**src/rtl/credit_issuer.sv**
```systemverilog
// -----------------------------------------------------------------------------
// credit_issuer
//
// Receive-side partner of a link's transmit credit counter. Arriving flits are
// buffered in a DEPTH-entry circular FIFO that feeds the router input, and the
// block hands absolute credit grants back to the link partner. A grant is only
// offered once every previously granted credit has been consumed. At that
// moment nothing is in flight, so overwriting the partner's counter with the
// current free-slot count is exact.
//
// Ports:
//   clk           clock, all logic on the rising edge
//   rst           synchronous active-high reset
//   rx_valid      a flit arrives this cycle (no backpressure possible)
//   rx_flit       the arriving flit
//   out_valid     FIFO head is valid toward the router
//   out_flit      FIFO head flit
//   out_ready     router takes the head this cycle
//   credit_out    absolute credit grant (free slots, zero-extended)
//   credit_valid  a grant is pending
//   credit_ready  link transmitter takes the grant this cycle
//   overflow      sticky: flit lost because the FIFO was full with no pop
//   proto_err     sticky: flit arrived while no credit was outstanding
// -----------------------------------------------------------------------------
module credit_issuer #(
  parameter int DEPTH        = 8,
  parameter int FLIT_W       = 32,
  parameter int CREDIT_WIDTH = 8
) (
  input  logic                    clk,
  input  logic                    rst,
  input  logic                    rx_valid,
  input  logic [FLIT_W-1:0]       rx_flit,
  output logic                    out_valid,
  output logic [FLIT_W-1:0]       out_flit,
  input  logic                    out_ready,
  output logic [CREDIT_WIDTH-1:0] credit_out,
  output logic                    credit_valid,
  input  logic                    credit_ready,
  output logic                    overflow,
  output logic                    proto_err
);

  localparam int PTR_W = (DEPTH > 1) ? $clog2(DEPTH) : 1;
  localparam int CNT_W = $clog2(DEPTH + 1);

  localparam logic [PTR_W-1:0] LAST_PTR = PTR_W'(DEPTH - 1);
  localparam logic [CNT_W-1:0] DEPTH_C  = CNT_W'(DEPTH);

  typedef enum logic {
    S_WAIT,
    S_PEND
  } state_t;

  logic [FLIT_W-1:0]       mem_q [DEPTH];
  logic [PTR_W-1:0]        rdPtr_q, rdPtr_d;
  logic [PTR_W-1:0]        wrPtr_q, wrPtr_d;
  logic [CNT_W-1:0]        count_q, count_d;
  logic [CREDIT_WIDTH-1:0] outstanding_q, outstanding_d;
  logic                    overflow_q, overflow_d;
  logic                    protoErr_q, protoErr_d;
  state_t                  state_q, state_d;

  logic                    doPush;
  logic                    doPop;
  logic                    doGrant;
  logic                    doStore;
  logic                    fifoFull;
  logic [CNT_W-1:0]        freeSlots;
  logic [CREDIT_WIDTH-1:0] freeCredit;

  // Pointer advance with wrap at DEPTH, which need not be a power of two.
  function automatic logic [PTR_W-1:0] ptrInc(input logic [PTR_W-1:0] p);
    return (p == LAST_PTR) ? '0 : p + PTR_W'(1);
  endfunction

  // Handshake decode. A push into a full FIFO is still stored when the head
  // leaves in the same cycle, because the slot it vacates is reused.
  always_comb begin
    fifoFull   = (count_q == DEPTH_C);
    freeSlots  = DEPTH_C - count_q;
    freeCredit = CREDIT_WIDTH'(freeSlots);
    doPush     = rx_valid;
    doPop      = out_valid & out_ready;
    doGrant    = credit_valid & credit_ready;
    doStore    = doPush & (!fifoFull | doPop);
  end

  // FIFO bookkeeping and sticky error flags.
  always_comb begin
    rdPtr_d    = doPop   ? ptrInc(rdPtr_q) : rdPtr_q;
    wrPtr_d    = doStore ? ptrInc(wrPtr_q) : wrPtr_q;
    count_d    = count_q + CNT_W'(doStore) - CNT_W'(doPop);
    overflow_d = overflow_q | (doPush & fifoFull & !doPop);
    protoErr_d = protoErr_q | (doPush & (outstanding_q == '0));
  end

  // Outstanding credit tracking. A grant overwrites the partner's counter, so
  // the local copy restarts from the granted value, less any flit arriving in
  // the same cycle. Saturation guards the degenerate zero-credit grant that
  // can only follow illegal pushes.
  always_comb begin
    outstanding_d = outstanding_q;
    if (doGrant) begin
      if (freeCredit == '0) begin
        outstanding_d = '0;
      end else begin
        outstanding_d = freeCredit - CREDIT_WIDTH'(doPush);
      end
    end else if (doPush && (outstanding_q != '0)) begin
      outstanding_d = outstanding_q - CREDIT_WIDTH'(1);
    end
  end

  // Credit FSM next state: arm only when every granted credit is used up and
  // there is at least one slot to offer.
  always_comb begin
    state_d = state_q;
    case (state_q)
      S_WAIT: begin
        if ((outstanding_q == '0) && (freeSlots != '0)) begin
          state_d = S_PEND;
        end
      end
      S_PEND: begin
        if (credit_ready) begin
          state_d = S_WAIT;
        end
      end
      default: state_d = S_PEND;
    endcase
  end

  // Credit FSM outputs. The offered value tracks free slots live, so it can
  // only grow while pending as the router drains entries.
  always_comb begin
    credit_valid = (state_q == S_PEND);
    credit_out   = (state_q == S_PEND) ? freeCredit : '0;
  end

  // FIFO head and flag outputs.
  always_comb begin
    out_valid = (count_q != '0);
    out_flit  = mem_q[rdPtr_q];
    overflow  = overflow_q;
    proto_err = protoErr_q;
  end

  // Control state register. Reset leaves a full-depth grant pending.
  always_ff @(posedge clk) begin
    if (rst) begin
      rdPtr_q       <= '0;
      wrPtr_q       <= '0;
      count_q       <= '0;
      outstanding_q <= '0;
      overflow_q    <= 1'b0;
      protoErr_q    <= 1'b0;
      state_q       <= S_PEND;
    end else begin
      rdPtr_q       <= rdPtr_d;
      wrPtr_q       <= wrPtr_d;
      count_q       <= count_d;
      outstanding_q <= outstanding_d;
      overflow_q    <= overflow_d;
      protoErr_q    <= protoErr_d;
      state_q       <= state_d;
    end
  end

  // Flit storage carries no reset; entries are only read once written.
  always_ff @(posedge clk) begin
    if (doStore) begin
      mem_q[wrPtr_q] <= rx_flit;
    end
  end

endmodule
```
**config.mk**
```make
export PLATFORM = sky130hd
export DESIGN_NAME = credit_issuer
export DESIGN_NICKNAME = d
export VERILOG_FILES = /design/src/rtl/credit_issuer.sv
export SDC_FILE = /design/constraint.sdc
export NUM_CORES = 1
export LEC_CHECK = 0
export BUFFER_PORTS_ARGS = -buffer_cell sky130_fd_sc_hd__buf_2
export CAP_MARGIN = 40
export CORE_MARGIN = 3
export CORE_UTILIZATION = 30
export DETAILED_ROUTE_END_ITERATION = 10
export GPL_TIMING_DRIVEN = 1
export PLACE_DENSITY = 0.5
export SLEW_MARGIN = 30
export SYNTH_ARGS = -nofsm -noshare
export SYNTH_HDL_FRONTEND = slang
export SYNTH_SLANG_ARGS = --single-unit
```
**constraint.sdc**
```tcl
create_clock -name clk -period 5.6 [get_ports clk]
set_input_delay 0.56 -clock clk [delete_from_list [all_inputs] [get_ports clk]]
set_output_delay 0.56 -clock clk [all_outputs]
set_load 0.02 [all_outputs]
```
==> flow_summary.ini <==
[status]
status = complete, no violations

[logic_synthesis]
synth_edf_count = 256
synth_area_leader_cell = edfxtp_1
synth_common_cells = edfxtp_1 (256), mux4_2 (64), mux2_2 (32), nor2_1 (25), dfxtp_1 (24)
yosysTopAreaCellShare_pct = 69.3
netlist_top_cells_area = edfxtp_1 (69%), mux4_2 (13%), dfxtp_1 (4.3%), mux2_2 (3.2%), ha_1 (1.8%)
synthArstFlopShare_pct = 0
synth_seq_area_share_pct = 73.6
synth_top_flop_cell = edfxtp_1
synthesis.area_mm2 = 0.0111
ys_seq_elements = 280
ys_warn_count = 0
avgSynthCellArea_um2 = 20.2
synth.most_common_cell = edfxtp_1
synthDistinctLibCells = 50
synthCells = 550

[clock_network]
cts_inserted_buffers = 29
cts_hold_buffers = 0
cts-root-buf = clkbuf_16
cts-resized-gates = 0
path_clk_slew_ps = 60
htree_levels = 1
cts_setup_buffers = 0
cts_tree = yes
clock-sinks = 280
insertion_delay_ps = 550
clock_tree.buffer_depth = 3

[power_and_ir_drop]
p_sw_mw = 1.69
p_sw_share_pct = 28.7
seqPwrFrac_pct = 43.5
leakage_nw = 4.23
p_int_mw = 4.19
ir_worst_vdd_uv = 339
p_per_area_mw_per_mm2 = 453
p_clk_share_pct = 31.5
comb_power_share_pct = 25.0

[worst_setup_path]
arrival_ps = 2770
worst-r2r-setup-slack_ps = 2770
reg2regPathDepth = 8
critical-path-top-delay-family = multiplexers
reg2reg_to = mem_q[4][2]
required_ps = 5040
r2r-start = count_q[1]
crit_type = reg2out
cp_num_buf_inv = 2
slowest_delay_ps = 740
crit_chain = buf_4, mux4_2, mux2_2, buf_2
start_kind = flip-flop
cp-end-kind = output pin
crit_fanout = 28
slowest_stage = dfxtp_4

[sta]
finalCritPeriodShare_pct = 59.5
fmax_ghz = 0.300
finalSetupTns_ps = 0
hold_ws_ps = 271
worst_pin_slew_ps = 811
min_period_ps = 3330
clock_skew_ps = 14.7
setup_viol = 0
relSlewSlack_pct = 45.6
finalHoldViolations = 0
rsz0062_at_grt = false
slew_violations = 0

[route]
dr.pass1.iters = 5
drtIter0Drc = 340
drtAntennaViolNets = 0
wl_per_cell_um = 20.1
drt-vias-per-instance = 4.69
drc = 0
routed-via-count = 5302
wirelength_um = 22800

[global_route]
grt_max_degree = 45
grt_pass1_wl_um = 34800
grt_pass1_vias = 5849
antenna_found_initial = 3
grt-ovfl-total = 0
grt_usage_pct = 11.6

[cells_and_area]
nets = 701
drive_gt1_share_pct = 37.0
syn2layout_area_growth_pct = 17.2

[floorplanning]
start_util_pct = 30.8
fp.dieW_um = 198
core_area_mm2 = 0.0360
die_area_mm2 = 0.0393
die_y_um = 198
fp-row-count = 69
ios = 81

[placed_design]
portBuffers = 76
gp_congestion = 0.756
dp_hpwl_um = 12800

[worst_hold_path]
hold_start = rx_flit[3]
whs_endpoint = mem_q[3][3]
min_path_type = in2reg
whs_path_depth = 1

[job]
timing.max_cap.violations = 0
layout make-up:
type	instances	area (µm²)
clock buffers	34	744
flip-flops and latches	280	8180
fillers	3304	23000
multi-input cells	234	2760
clock inverters	17	178
well taps	461	577
inverters	14	52.6
diodes	3	7.51
repair buffers	88	503
cells by family after synthesis:
kind of cell	after synthesis	synth area share [%]
buffers and inverters	39	2.02
multiplexers	96	16.2
other	1	0.0338
XOR/XNOR	7	0.620
AO/OA/AOI/OAI	33	1.92
flip-flops	280	73.6
adder cells (fa/ha/maj)	17	1.98
AND/OR/NAND/NOR	77	3.57
layout by cell type (no fill, tap or decap), drive strengths merged, types with 2 or more instances in the layout:
cell type	netlist	final
diode	0	3
xnor2	6	6
nor4	3	3
nand2b	2	2
dfxtp	24	24
nand3	7	7
mux2	32	32
inv	14	15
edfxtp	256	256
o21ai	6	6
buf	18	88
nand2	15	15
ha	16	16
nor2	25	25
clkinvlp	0	2
or2	2	2
a211oi	3	3
a21oi	17	17
bufinv	0	3
nor2b	3	3
nor3	9	9
clkbuf	6	34
nand3b	2	2
and2	3	3
mux4	64	64
conb	1	4
or3	3	3
clkinv	0	11
worst register-to-register path, cell delays in order, from the launching register on:
cell and delay [ps]:
dfxtp_1 340, inv_1 140, ha_1 290, nand2_1 80, o21ai_1 650, inv_1 230
nand2_1 340, nor3_2 60, buf_4 310
metrics by stage:
step                instance area (µm²)  instances  util (%)  worst slack [ps]  power, mW
floorplan                         11100        553         -              1060       3.70
global placement                  12000       1075      33.4              2460       4.06
detailed placement                12100       1077      33.5              2770       4.10
CTS                               13000       1128      36.1              2180       5.97
global route                      13000       1128      36.1              2070       6.20
finish                            13000       1131      36.1              2270       5.88
metal layers:
metal | GRT usage, % | vias to the layer above | share of wire (%)
met5 | 0 | - | 0.12
met2 | 19.8 | 124 | 50
met4 | 2.57 | 6 | 2.0
li1 | - | 2412 | -
met1 | 15.4 | 2724 | 42
met3 | 2.50 | 36 | 5.8
power groups by stage:
| stage | sequential [mW] | combinational [mW] | clock [mW] |
|---|---|---|---|
| 6_report | 2.56 | 1.47 | 1.85 |
| 5_1_grt | 2.59 | 1.62 | 1.99 |
| 4_1_cts | 2.57 | 1.50 | 1.90 |
| 3_5_place_dp | 2.61 | 1.49 | 0 |
| 3_3_place_gp | 2.66 | 1.41 | 0 |
| 2_1_floorplan | 2.54 | 1.16 | 0 |
sequential cells by signal (all words and copies together) (netlist names), named ones only:
register,count
wrPtr_q,3
mem_q,256
proto_err,1
count_q,4
outstanding_q,8
credit_valid,1
overflow,1
rdPtr_q,3
worst max-delay path by stage:
stage,cells after the start,endpoint,slack [ps],startpoint
after CTS,4,out_flit[2],2180,flip-flop
after floorplan,5,mem_q[0][0],1060,count_q[1]
after detailed placement,4,out_flit[31],2770,flip-flop
after global placement,4,out_flit[2],2460,flip-flop
final,4,out_flit[2],2270,flip-flop
after global routing,4,out_flit[2],2070,flip-flop
(Power assumes the default switching activity.)
